===== src/rtl/usb_cmd_rx_if.sv =====
// usb_cmd_rx_if: FT245 read-FIFO port plus status-byte valid/ready port of the command decoder
//
// Signals (named from the decoder's point of view):
//   rden_o       FIFO read request, data returns the next cycle
//   rddata_i     FIFO read data
//   rdempty_i    FIFO empty flag
//   ack_valid_o  status byte available
//   ack_data_o   status byte
//   ack_ready_i  consumer accepts the status byte
// Modports: master = decoder side, slave = FT245 / write-path side.
interface usb_cmd_rx_if;
   logic       rden_o;
   logic [7:0] rddata_i;
   logic       rdempty_i;
   logic       ack_valid_o;
   logic [7:0] ack_data_o;
   logic       ack_ready_i;
   modport master (
      output rden_o, ack_valid_o, ack_data_o,
      input  rddata_i, rdempty_i, ack_ready_i
   );
   modport slave (
      input  rden_o, ack_valid_o, ack_data_o,
      output rddata_i, rdempty_i, ack_ready_i
   );
endinterface


===== src/rtl/usb_cmd_rx.sv =====
// usb_cmd_rx: frames 5-byte host commands (SYNC CMD DH DL CSUM) from the FT245 read FIFO into a 16-bit register bank
//
// Ports:
//   clk_i      system clock (40 MHz domain shared with the ft245 user side)
//   rst_n      synchronous active-low reset
//   bus        FIFO read port and status-byte valid/ready port (usb_cmd_rx_if.master)
//   regs_o     flattened register bank, reg k at [16k+15:16k]
//   wr_stb_o   one-cycle pulse on each register write
//   wr_addr_o  address of the most recent write
//   err_cnt_o  saturating count of rejected frames (checksum, bad command, timeout)
module usb_cmd_rx #(
   parameter int unsigned          N_REGS    = 8,
   parameter int unsigned          REG_WIDTH = 16,
   parameter logic [7:0]           SYNC_BYTE = 8'hA5,
   parameter int unsigned          TIMEOUT   = 4000000,
   parameter logic [N_REGS*16-1:0] REG_RESET = '0
) (
   input  logic                      clk_i,
   input  logic                      rst_n,
   usb_cmd_rx_if.master              bus,
   output logic [N_REGS*16-1:0]      regs_o,
   output logic                      wr_stb_o,
   output logic [$clog2(N_REGS)-1:0] wr_addr_o,
   output logic [7:0]                err_cnt_o
);
   localparam int AW = $clog2(N_REGS);
   localparam int TW = $clog2(TIMEOUT + 1);
   localparam logic [7:0] ST_OK   = 8'h5A;
   localparam logic [7:0] ST_CSUM = 8'hE1;
   localparam logic [7:0] ST_CMD  = 8'hE2;
   localparam logic [7:0] ST_TMO  = 8'hE3;
   typedef enum logic [2:0] {S_HUNT, S_CMD, S_DH, S_DL, S_CSUM, S_EXEC, S_RESP} state_e;
   state_e                state_q;
   logic                  inflight_q;
   logic [7:0]            cmd_q, dh_q, dl_q, csum_q;
   logic [TW-1:0]         cnt_q, cnt_d;
   logic [N_REGS*16-1:0]  regs_q;
   logic                  wr_stb_q;
   logic [AW-1:0]         wr_addr_q;
   logic                  ack_valid_q;
   logic [7:0]            ack_data_q;
   logic [7:0]            err_cnt_q, err_cnt_d;
   logic                  in_frame, tmo, rden, csum_ok, cmd_ok;
   logic [REG_WIDTH-1:0]  word;
   assign in_frame = state_q inside {S_CMD, S_DH, S_DL, S_CSUM};
   // A byte landing on the last idle cycle wins over the timeout.
   assign tmo      = in_frame && !inflight_q && cnt_q == TW'(TIMEOUT - 1);
   // The timeout cycle also blocks a new read, so a byte popped then is never stranded in RESP.
   // Gating with rst_n keeps the FIFO untouched while the decoder is held in reset.
   assign rden     = rst_n && !bus.rdempty_i && (state_q == S_HUNT || in_frame) && !inflight_q && !tmo;
   assign cnt_d    = (inflight_q || !in_frame) ? '0 : cnt_q + TW'(1);
   assign err_cnt_d = err_cnt_q + {7'd0, err_cnt_q != 8'hFF};
   assign csum_ok  = (cmd_q ^ dh_q ^ dl_q) == csum_q;
   // N_REGS <= 16, so this also rejects any CMD with reserved high bits set.
   assign cmd_ok   = cmd_q < 8'(N_REGS);
   assign word     = {dh_q, dl_q};
   always_ff @(posedge clk_i) begin
      if (!rst_n) begin
         state_q     <= S_HUNT;
         inflight_q  <= 1'b0;
         cnt_q       <= '0;
         cmd_q       <= '0;
         dh_q        <= '0;
         dl_q        <= '0;
         csum_q      <= '0;
         regs_q      <= REG_RESET;
         wr_stb_q    <= 1'b0;
         wr_addr_q   <= '0;
         ack_valid_q <= 1'b0;
         ack_data_q  <= '0;
         err_cnt_q   <= '0;
      end else begin
         inflight_q <= rden;
         cnt_q      <= cnt_d;
         wr_stb_q   <= 1'b0;
         case (state_q)
            S_HUNT:
               if (inflight_q && bus.rddata_i == SYNC_BYTE) state_q <= S_CMD;
            S_CMD, S_DH, S_DL, S_CSUM:
               if (inflight_q) begin
                  cmd_q   <= state_q == S_CMD  ? bus.rddata_i : cmd_q;
                  dh_q    <= state_q == S_DH   ? bus.rddata_i : dh_q;
                  dl_q    <= state_q == S_DL   ? bus.rddata_i : dl_q;
                  csum_q  <= state_q == S_CSUM ? bus.rddata_i : csum_q;
                  state_q <= state_e'(state_q + 3'd1);
               end else if (tmo) begin
                  ack_valid_q <= 1'b1;
                  ack_data_q  <= ST_TMO;
                  err_cnt_q   <= err_cnt_d;
                  state_q     <= S_RESP;
               end
            S_EXEC: begin
               ack_valid_q <= 1'b1;
               state_q     <= S_RESP;
               if (!csum_ok) begin
                  ack_data_q <= ST_CSUM;
                  err_cnt_q  <= err_cnt_d;
               end else if (!cmd_ok) begin
                  ack_data_q <= ST_CMD;
                  err_cnt_q  <= err_cnt_d;
               end else begin
                  ack_data_q <= ST_OK;
                  wr_stb_q   <= 1'b1;
                  wr_addr_q  <= cmd_q[AW-1:0];
                  for (int k = 0; k < N_REGS; k++)
                     if (cmd_q == 8'(k)) regs_q[16*k +: 16] <= word;
               end
            end
            S_RESP:
               if (bus.ack_ready_i) begin
                  ack_valid_q <= 1'b0;
                  state_q     <= S_HUNT;
               end
            default: state_q <= S_HUNT;
         endcase
      end
   end
   assign bus.rden_o      = rden;
   assign bus.ack_valid_o = ack_valid_q;
   assign bus.ack_data_o  = ack_data_q;
   assign regs_o          = regs_q;
   assign wr_stb_o        = wr_stb_q;
   assign wr_addr_o       = wr_addr_q;
   assign err_cnt_o       = err_cnt_q;
endmodule

===== src/flat_wrapper.sv =====
// flat-port wrapper written by rule: the top's interface ports become plain ports
module usb_cmd_rx_flat 
#(
   parameter int unsigned          N_REGS    = 8,
   parameter int unsigned          REG_WIDTH = 16,
   parameter logic [7:0]           SYNC_BYTE = 8'hA5,
   parameter int unsigned          TIMEOUT   = 4000000,
   parameter logic [N_REGS*16-1:0] REG_RESET = '0
)
  (clk_i, rst_n, regs_o, wr_stb_o, wr_addr_o, err_cnt_o, bus_rden_o, bus_ack_valid_o, bus_ack_data_o, bus_rddata_i, bus_rdempty_i, bus_ack_ready_i);
  usb_cmd_rx_if bus_i ();
  input  logic clk_i;
  input  logic rst_n;
  output logic [N_REGS*16-1:0] regs_o;
  output logic wr_stb_o;
  output logic [$clog2(N_REGS)-1:0] wr_addr_o;
  output logic [7:0] err_cnt_o;
  output wire logic [$bits(bus_i.rden_o)-1:0] bus_rden_o;
  output wire logic [$bits(bus_i.ack_valid_o)-1:0] bus_ack_valid_o;
  output wire logic [$bits(bus_i.ack_data_o)-1:0] bus_ack_data_o;
  input wire logic [$bits(bus_i.rddata_i)-1:0] bus_rddata_i;
  input wire logic [$bits(bus_i.rdempty_i)-1:0] bus_rdempty_i;
  input wire logic [$bits(bus_i.ack_ready_i)-1:0] bus_ack_ready_i;
  assign bus_rden_o = bus_i.rden_o;
  assign bus_ack_valid_o = bus_i.ack_valid_o;
  assign bus_ack_data_o = bus_i.ack_data_o;
  assign bus_i.rddata_i = bus_rddata_i;
  assign bus_i.rdempty_i = bus_rdempty_i;
  assign bus_i.ack_ready_i = bus_ack_ready_i;
  usb_cmd_rx #(.N_REGS(N_REGS), .REG_WIDTH(REG_WIDTH), .SYNC_BYTE(SYNC_BYTE), .TIMEOUT(TIMEOUT), .REG_RESET(REG_RESET)) u_core (.clk_i(clk_i), .rst_n(rst_n), .bus(bus_i), .regs_o(regs_o), .wr_stb_o(wr_stb_o), .wr_addr_o(wr_addr_o), .err_cnt_o(err_cnt_o));
endmodule

===== config.mk =====
export PLATFORM = sky130hd
export DESIGN_NAME = usb_cmd_rx_flat
export DESIGN_NICKNAME = d
export VERILOG_FILES = /design/src/rtl/usb_cmd_rx_if.sv /design/src/rtl/usb_cmd_rx.sv /design/src/flat_wrapper.sv
export SDC_FILE = /design/constraint.sdc
export NUM_CORES = 1
export LEC_CHECK = 0
export CAP_MARGIN = 20
export CORE_MARGIN = 10
export CORE_UTILIZATION = 45
export DETAILED_ROUTE_END_ITERATION = 10
export PLACE_DENSITY_LB_ADDON = 0.15
export SYNTH_ARGS = -nofsm -noshare
export SYNTH_HDL_FRONTEND = slang
export SYNTH_SLANG_ARGS = --single-unit

===== constraint.sdc =====
create_clock -name clk_i -period 3.68 [get_ports clk_i]
set_clock_uncertainty 0.2 [all_clocks]
set_input_delay 0.92 -clock clk_i [delete_from_list [all_inputs] [get_ports clk_i]]
set_output_delay 0.92 -clock clk_i [all_outputs]
set_load 0.01 [all_outputs]

==> impl_metrics.toml <==
[clock_network]
cts_hold_buf = 0
cts_buffer_depth = 3
root_buffer = "clkbuf_16"
h-tree-depth = 1
clock_sinks = 204
cts_made_buffers = 22
clk_latency_ns = 0.49
tritoncts = "built"
clkTransAtPathRegs_ns = 0.06

[global_routing]
grt_overflow = 0
grt_max_degree = 89
grt_pass1_wl_um = 35400
grt_pass1_vias = 6457
track_usage_pct = 17.9
antenna_found_initial = 0

[synth]
async_flop_share_pct = 0
synth_most_common_cell = "dfxtp_1"
synth_top_area_share_pct = 50.6
yosys.cell_types.count = 48
synthesis.instances = 866
syn_area_mm2 = 0.00806
synth_ff_type = "dfxtp_1"
yosys_warnings = 0
netlist_top_cells_count = "dfxtp_1, nand2_1, mux2i_1"
syn_nets = 886
synth_top_area_cell = "dfxtp_1"
synth-seq-cells = 204
ys_seq_area_share_pct = 50.6
avgSynthCellArea_um2 = 9.31
synthTopCellsByArea = "dfxtp_1, mux2i_1, nand2_1, xnor2_1, nand3_1"
synth-edff-count = 0

[route]
drc = 0
ant_nets = 0
wl_per_cell_um = 17.3
drt-total-wl_um = 22300
vias_per_cell = 5.13
firstDrtPassIters = 4
vias = 6609
drt-initial-drc-count = 382

[hold_path]
min-delay-start = "u_core.cnt_q[0]$_SDFF_PP0_"
whs_endpoint = "u_core.cnt_q[0]$_SDFF_PP0_"
hold_path_depth = 1
hold_class = "reg2reg"

[placed_design]
dp.cells = 1238
portBuffers = 160
dp_hpwl_um = 15800
gp_congestion = 0.815

[layout]
drive_gt1_share_pct = 9.40
final_cells = 1289
utilization_pct = 62.5
multi_input_area_mm2 = 0.00375
fillers = 1521
diodes = 0
seqCellArea_mm2 = 0.00409
areaGrowthSynthToFinish_pct = 34.9
final_nets = 1070

[floorplan]
die_w_um = 154
core_area_mm2 = 0.0174
rows = 48
initial_core_util_pct = 46.3
die_h_um = 154
die_area_mm2 = 0.0237
ioPinCount = 162

[setup_path]
path_class = "reg2out"
crit_slowest_cell = "or4_4"
r2r-end = "u_core.inflight_q$_SDFF_PN0_"
critPathArrivalTime_ns = 2.50
rr_startpoint = "u_core.state_q[0]$_SDFFE_PN0P_"
worst-r2r-cell-count = 18
worstPathRequired_ns = 2.56
cp_cell_sequence = "or4b_1 > or4_4 > nor2_4 > nor2_1 > a31oi_2 > nor4_1 > buf_2"
cp_top_family = "simple AND/OR/NAND/NOR gates"
end_kind = "output port"
path_buf_inv = 1
worst-path-max-fanout = 6
worstSetupStartpointType = "register"
rrSetupSlack_ns = 0.22
cpPeakStageDelay_ns = 0.57

[timing]
grt_setup_unrepaired = "yes"
fin_crit_sh_pct = 98.4
tightest_slew_ns = 0.883
finalMaxSlewViolations = 0
tns_ns = 0
fin_crit_ns = 3.62
setup_viol = 0
hold_viol_final = 0
max_slew_margin_pct = 41.2
fmax_mhz = 276
holdWs_ns = 0.252

[pwr]
p_leak_nw = 4.43
p_per_area_mw_per_mm2 = 496
ir_drop_v = 0.000351

[status]
status = "complete, no violations"

[flow_run]
drv_cap = 0
[how the worst max path moves through the flow]
stage	start	to	cells after the start
6_report	u_core.cnt_q[13]$_SDFF_PP0_	bus_rden_o	7
5_1_grt	u_core.cnt_q[13]$_SDFF_PP0_	bus_rden_o	7
4_1_cts	u_core.cnt_q[13]$_SDFF_PP0_	bus_rden_o	7
3_5_place_dp	u_core.cnt_q[12]$_SDFF_PP0_	bus_rden_o	7
3_3_place_gp	u_core.cnt_q[12]$_SDFF_PP0_	bus_rden_o	7
2_1_floorplan	u_core.state_q[1]$_SDFFE_PN0P_	bus_rden_o	7
[per-stage QoR]
stage / power [mW] / area (um2) / setup WS [ns]
3_5_place_dp: 2.94 / 10000 / 0.187
3_3_place_gp: 2.93 / 10000 / 0.191
5_1_grt: 5.60 / 10900 / -0.0514
4_1_cts: 5.35 / 10900 / 0.0692
6_report: 5.39 / 10900 / 0.0592
2_1_floorplan: 2.73 / 8060 / 0.567
[power by group]
group / internal (mW) / switching, mW / total, mW
clock: 1.34 / 0.850 / 2.19
sequential: 2.25 / 0.0473 / 2.30
combinational: 0.435 / 0.470 / 0.905
[cell families (layout without fill, tap and decap cells)]
logic type      after synthesis  after routing  share of synthesized area [%]
xor+xnor                     41             41                           4.45
buf+inv                      63            261                           3.20
other cells                   1              1                         0.0465
flops                       204            204                           50.6
fa+ha+maj                     8              8                           1.24
mux                         131            131                           16.3
simple gates                343            343                           18.9
compound gates               75             75                           5.28
[repair_timing]
item                       4_1_cts  5_1_grt
setup buffers                   12        1
cloned                           0        0
setup endpoints to repair        1        1
pin swaps                        1        0
resized for setup                8        1
[metal layers]
metal | GRT usage, % | wire length [um] | part of all wire [%] | up-vias
met5 | 0 | 0 | 0 | -
met4 | 3.28 | 208 | 0.93 | 0
met3 | 3.54 | 1300 | 5.8 | 22
met2 | 28.8 | 10200 | 46 | 170
met1 | 24.4 | 10500 | 47 | 3127
li1 | - | - | - | 3290
[sequential cells by signal, indices dropped and copies added, names as in the netlist]
name,flops
u_core.csum_q,8
u_core.bus.ack_data_o,5
u_core.cnt_q,22
u_core.err_cnt_o,8
u_core.inflight_q,1
u_core.dl_q,8
u_core.dh_q,8
u_core.state_q,3
u_core.wr_stb_o,1
u_core.regs_o,128
u_core.wr_addr_o,3
u_core.cmd_q,8
u_core.bus.ack_valid_o,1
[final cells by class]
type                            instances  area share [%]
Timing Repair Buffer                  214            18.4
Multi-Input combinational cell        599            34.4
Sequential cell                       204            37.5
Inverter                                9           0.310
Clock inverter                          5           0.460
Clock buffer                           33            6.28
Tap cell                              225            2.59
[layout by cell type, fill, tap and decap left out, types with 7 or more instances in the layout]
cell and count:
buf_4 55, dfxtp_1 203, a21oi_1 33, nand2_1 192, clkbuf_16 23, xor2_1 14
inv_1 9, ha_1 8, nand3_1 47, clkdlybuf4s50_1 158, o21ai_0 28, or3_1 8
xnor2_1 27, nor2_1 49, clkbuf_8 7, mux2i_1 131
Note: power is estimated with default switching activity, not from simulation.
==> edit (same settings) <==
`REG_RESET` is set to '0 in 2 places; all go to 1.
--- a/src/rtl/usb_cmd_rx.sv
+++ b/src/rtl/usb_cmd_rx.sv
@@ -14,5 +14,5 @@
    parameter logic [7:0]           SYNC_BYTE = 8'hA5,
    parameter int unsigned          TIMEOUT   = 4000000,
-   parameter logic [N_REGS*16-1:0] REG_RESET = '0
+   parameter logic [N_REGS*16-1:0] REG_RESET = 1
 ) (
    input  logic                      clk_i,
--- a/src/flat_wrapper.sv
+++ b/src/flat_wrapper.sv
@@ -6,5 +6,5 @@
    parameter logic [7:0]           SYNC_BYTE = 8'hA5,
    parameter int unsigned          TIMEOUT   = 4000000,
-   parameter logic [N_REGS*16-1:0] REG_RESET = '0
+   parameter logic [N_REGS*16-1:0] REG_RESET = 1
 )
   (clk_i, rst_n, regs_o, wr_stb_o, wr_addr_o, err_cnt_o, bus_rden_o, bus_ack_valid_o, bus_ack_data_o, bus_rddata_i, bus_rdempty_i, bus_ack_ready_i);
Check against the original RTL: not equivalent (a bounded check fails within 4 cycles, from zero or initial values and one cycle with rst_n low).
==> edit against the unedited design <==
Global-route usage down 0.10 points. Sequential cell count unchanged. Cell area fell by 1.1%. Largest power group is now the clock network. Area after synthesis grew 1.4%. Setup slack better by 0.086 ns. Power is 3.7% lower. Final cell count fell by 1.9%. Non-clock buffer count shrank 33. Utilization down 2.4 points. Wire length fell by 0.27%. Die area increased by 1.2%. Worst hold slack gained 0.0047 ns.
==> edit: results (changes against the unedited design) <==
Status = completed
Clock network area share = 7.698% (+0.96 points)
Final wirelength = 22240 µm (-0.27%)
All-Layer GR Usage = 17.78% (-0.10 points)
First DRT Iteration DRCs = 436 (+14%)
Post-place instance area = 9906 µm² (-1.3%)
DR vias = 6466 (-2.2%)
Layout fillers = 1600 (+5.2%)
Router iterations before antenna repair = 5 (+1)
Peak VDD IR = 0.3859 mV (+9.8%)
#MultiIn Comb = 602 (+0.50%)
Post-synthesis net count = 889 (+0.34%)
Worst path arrival time = 2.41 ns (-0.09 ns)
Synth cell types = 53 (+10%)
Critical R2R Launch = u_core.cmd_q[0]
Power Internal = 3.990 mW (-0.92%)
Signal buffers share of area = 16.31% (-2.1 points)
Slew HR = 41.60% (+0.45 points)
Register Area = 4086 µm² (about the same)
Lkg Pwr = 4.199 nW (-5.2%)
Seq/Total Area, Yosys = 49.96% (-0.68 points)
Placed wire-length estimate = 15530 µm (-1.6%)
RePlAce Congestion = 0.8122 (-0.32%)
Final core utilization = 60.11% (-2.4 points)
Non-CTS buffers = 181 (-15%)
Dpl cells = 1221 (-1.4%)
Critical-path maximum fanout = 4 (-2)
WL/cell = 17.59 µm (+1.7%)
Top post-synthesis cells by area = dfxtp_1 (50%), mux2i_1 (14%), nand2_1 (8.3%)
Gate Count Post-Synth = 869 (+0.35%)
Non-clk invs = 8 (-1)
Commonest cells in the netlist = dfxtp_1 (204), nand2_1 (180), mux2i_1 (116)
Nets = 1039 (-2.9%)
Pre-CTS setup slack = 0.3237 ns (+0.1362 ns)
Multi-input gate area = 3774 µm² (+0.70%)
Layout cells sized above 1 = 8.792% (-0.61 points)
HP Start = u_core.regs_o[36]
First-pass GRT wire length = 35070 µm (-0.92%)
edit: critical path, cell delays in order (launching register included):
cell and delay (ns):
dfxtp_2 0.35, inv_1 0.06, ha_1 0.19, or3_1 0.36, a21oi_2 0.20, buf_4 0.17
nor2_1 0.05, a31oi_1 0.19, nor4_1 0.08, dlygate4sd2_1 0.29
edit: power groups by stage:
stage | sequential [mW] | clock [mW] | combinational (mW)
CTS | 2.27 | 2.50 | 0.459
detailed placement | 2.32 | 0 | 0.437
floorplan | 2.31 | 0 | 0.312
finish | 2.27 | 2.45 | 0.475
global route | 2.27 | 2.60 | 0.525
global placement | 2.31 | 0 | 0.438
edit: logic make-up (layout without fill, tap and decap cells):
family / count (synthesis) / after routing / share of synthesized area (%)
adder cells (fa/ha/maj): 8 / 8 / 1.225
multiplexers: 116 / 116 / 14.20
buffers and inverters: 63 / 229 / 4.010
AO/OA/AOI/OAI: 88 / 88 / 6.490
XOR/XNOR: 42 / 42 / 4.500
other: 1 / 1 / 0.04588
flip-flops: 204 / 204 / 49.96
AND/OR/NAND/NOR: 347 / 347 / 19.56
edit: path summary, 6_finish.rpt:
kind | depth (start not counted) | end | slack (ns)
min reg2reg | 2 | u_core.regs_o[36] | 0.26
max reg2reg | 6 | u_core.regs_o[87] | 0.70
min | 2 | u_core.regs_o[36] | 0.26
max | 9 | bus_rden_o | 0.15
edit: repair_timing:
action                     CTS  global route
setup endpoints to repair    1             1
resized for setup            1             3
pin swaps                    1             1
setup buffers                2             1
edit: layer usage:
layer / up-vias / routed length, µm / track usage (%)
li1: 3259 / - / -
met1: 3041 / 9910 / 23.01
met2: 134 / 10430 / 28.85
met3: 32 / 1435 / 4.326
met4: 0 / 461 / 4.813
met5: - / 0 / 0
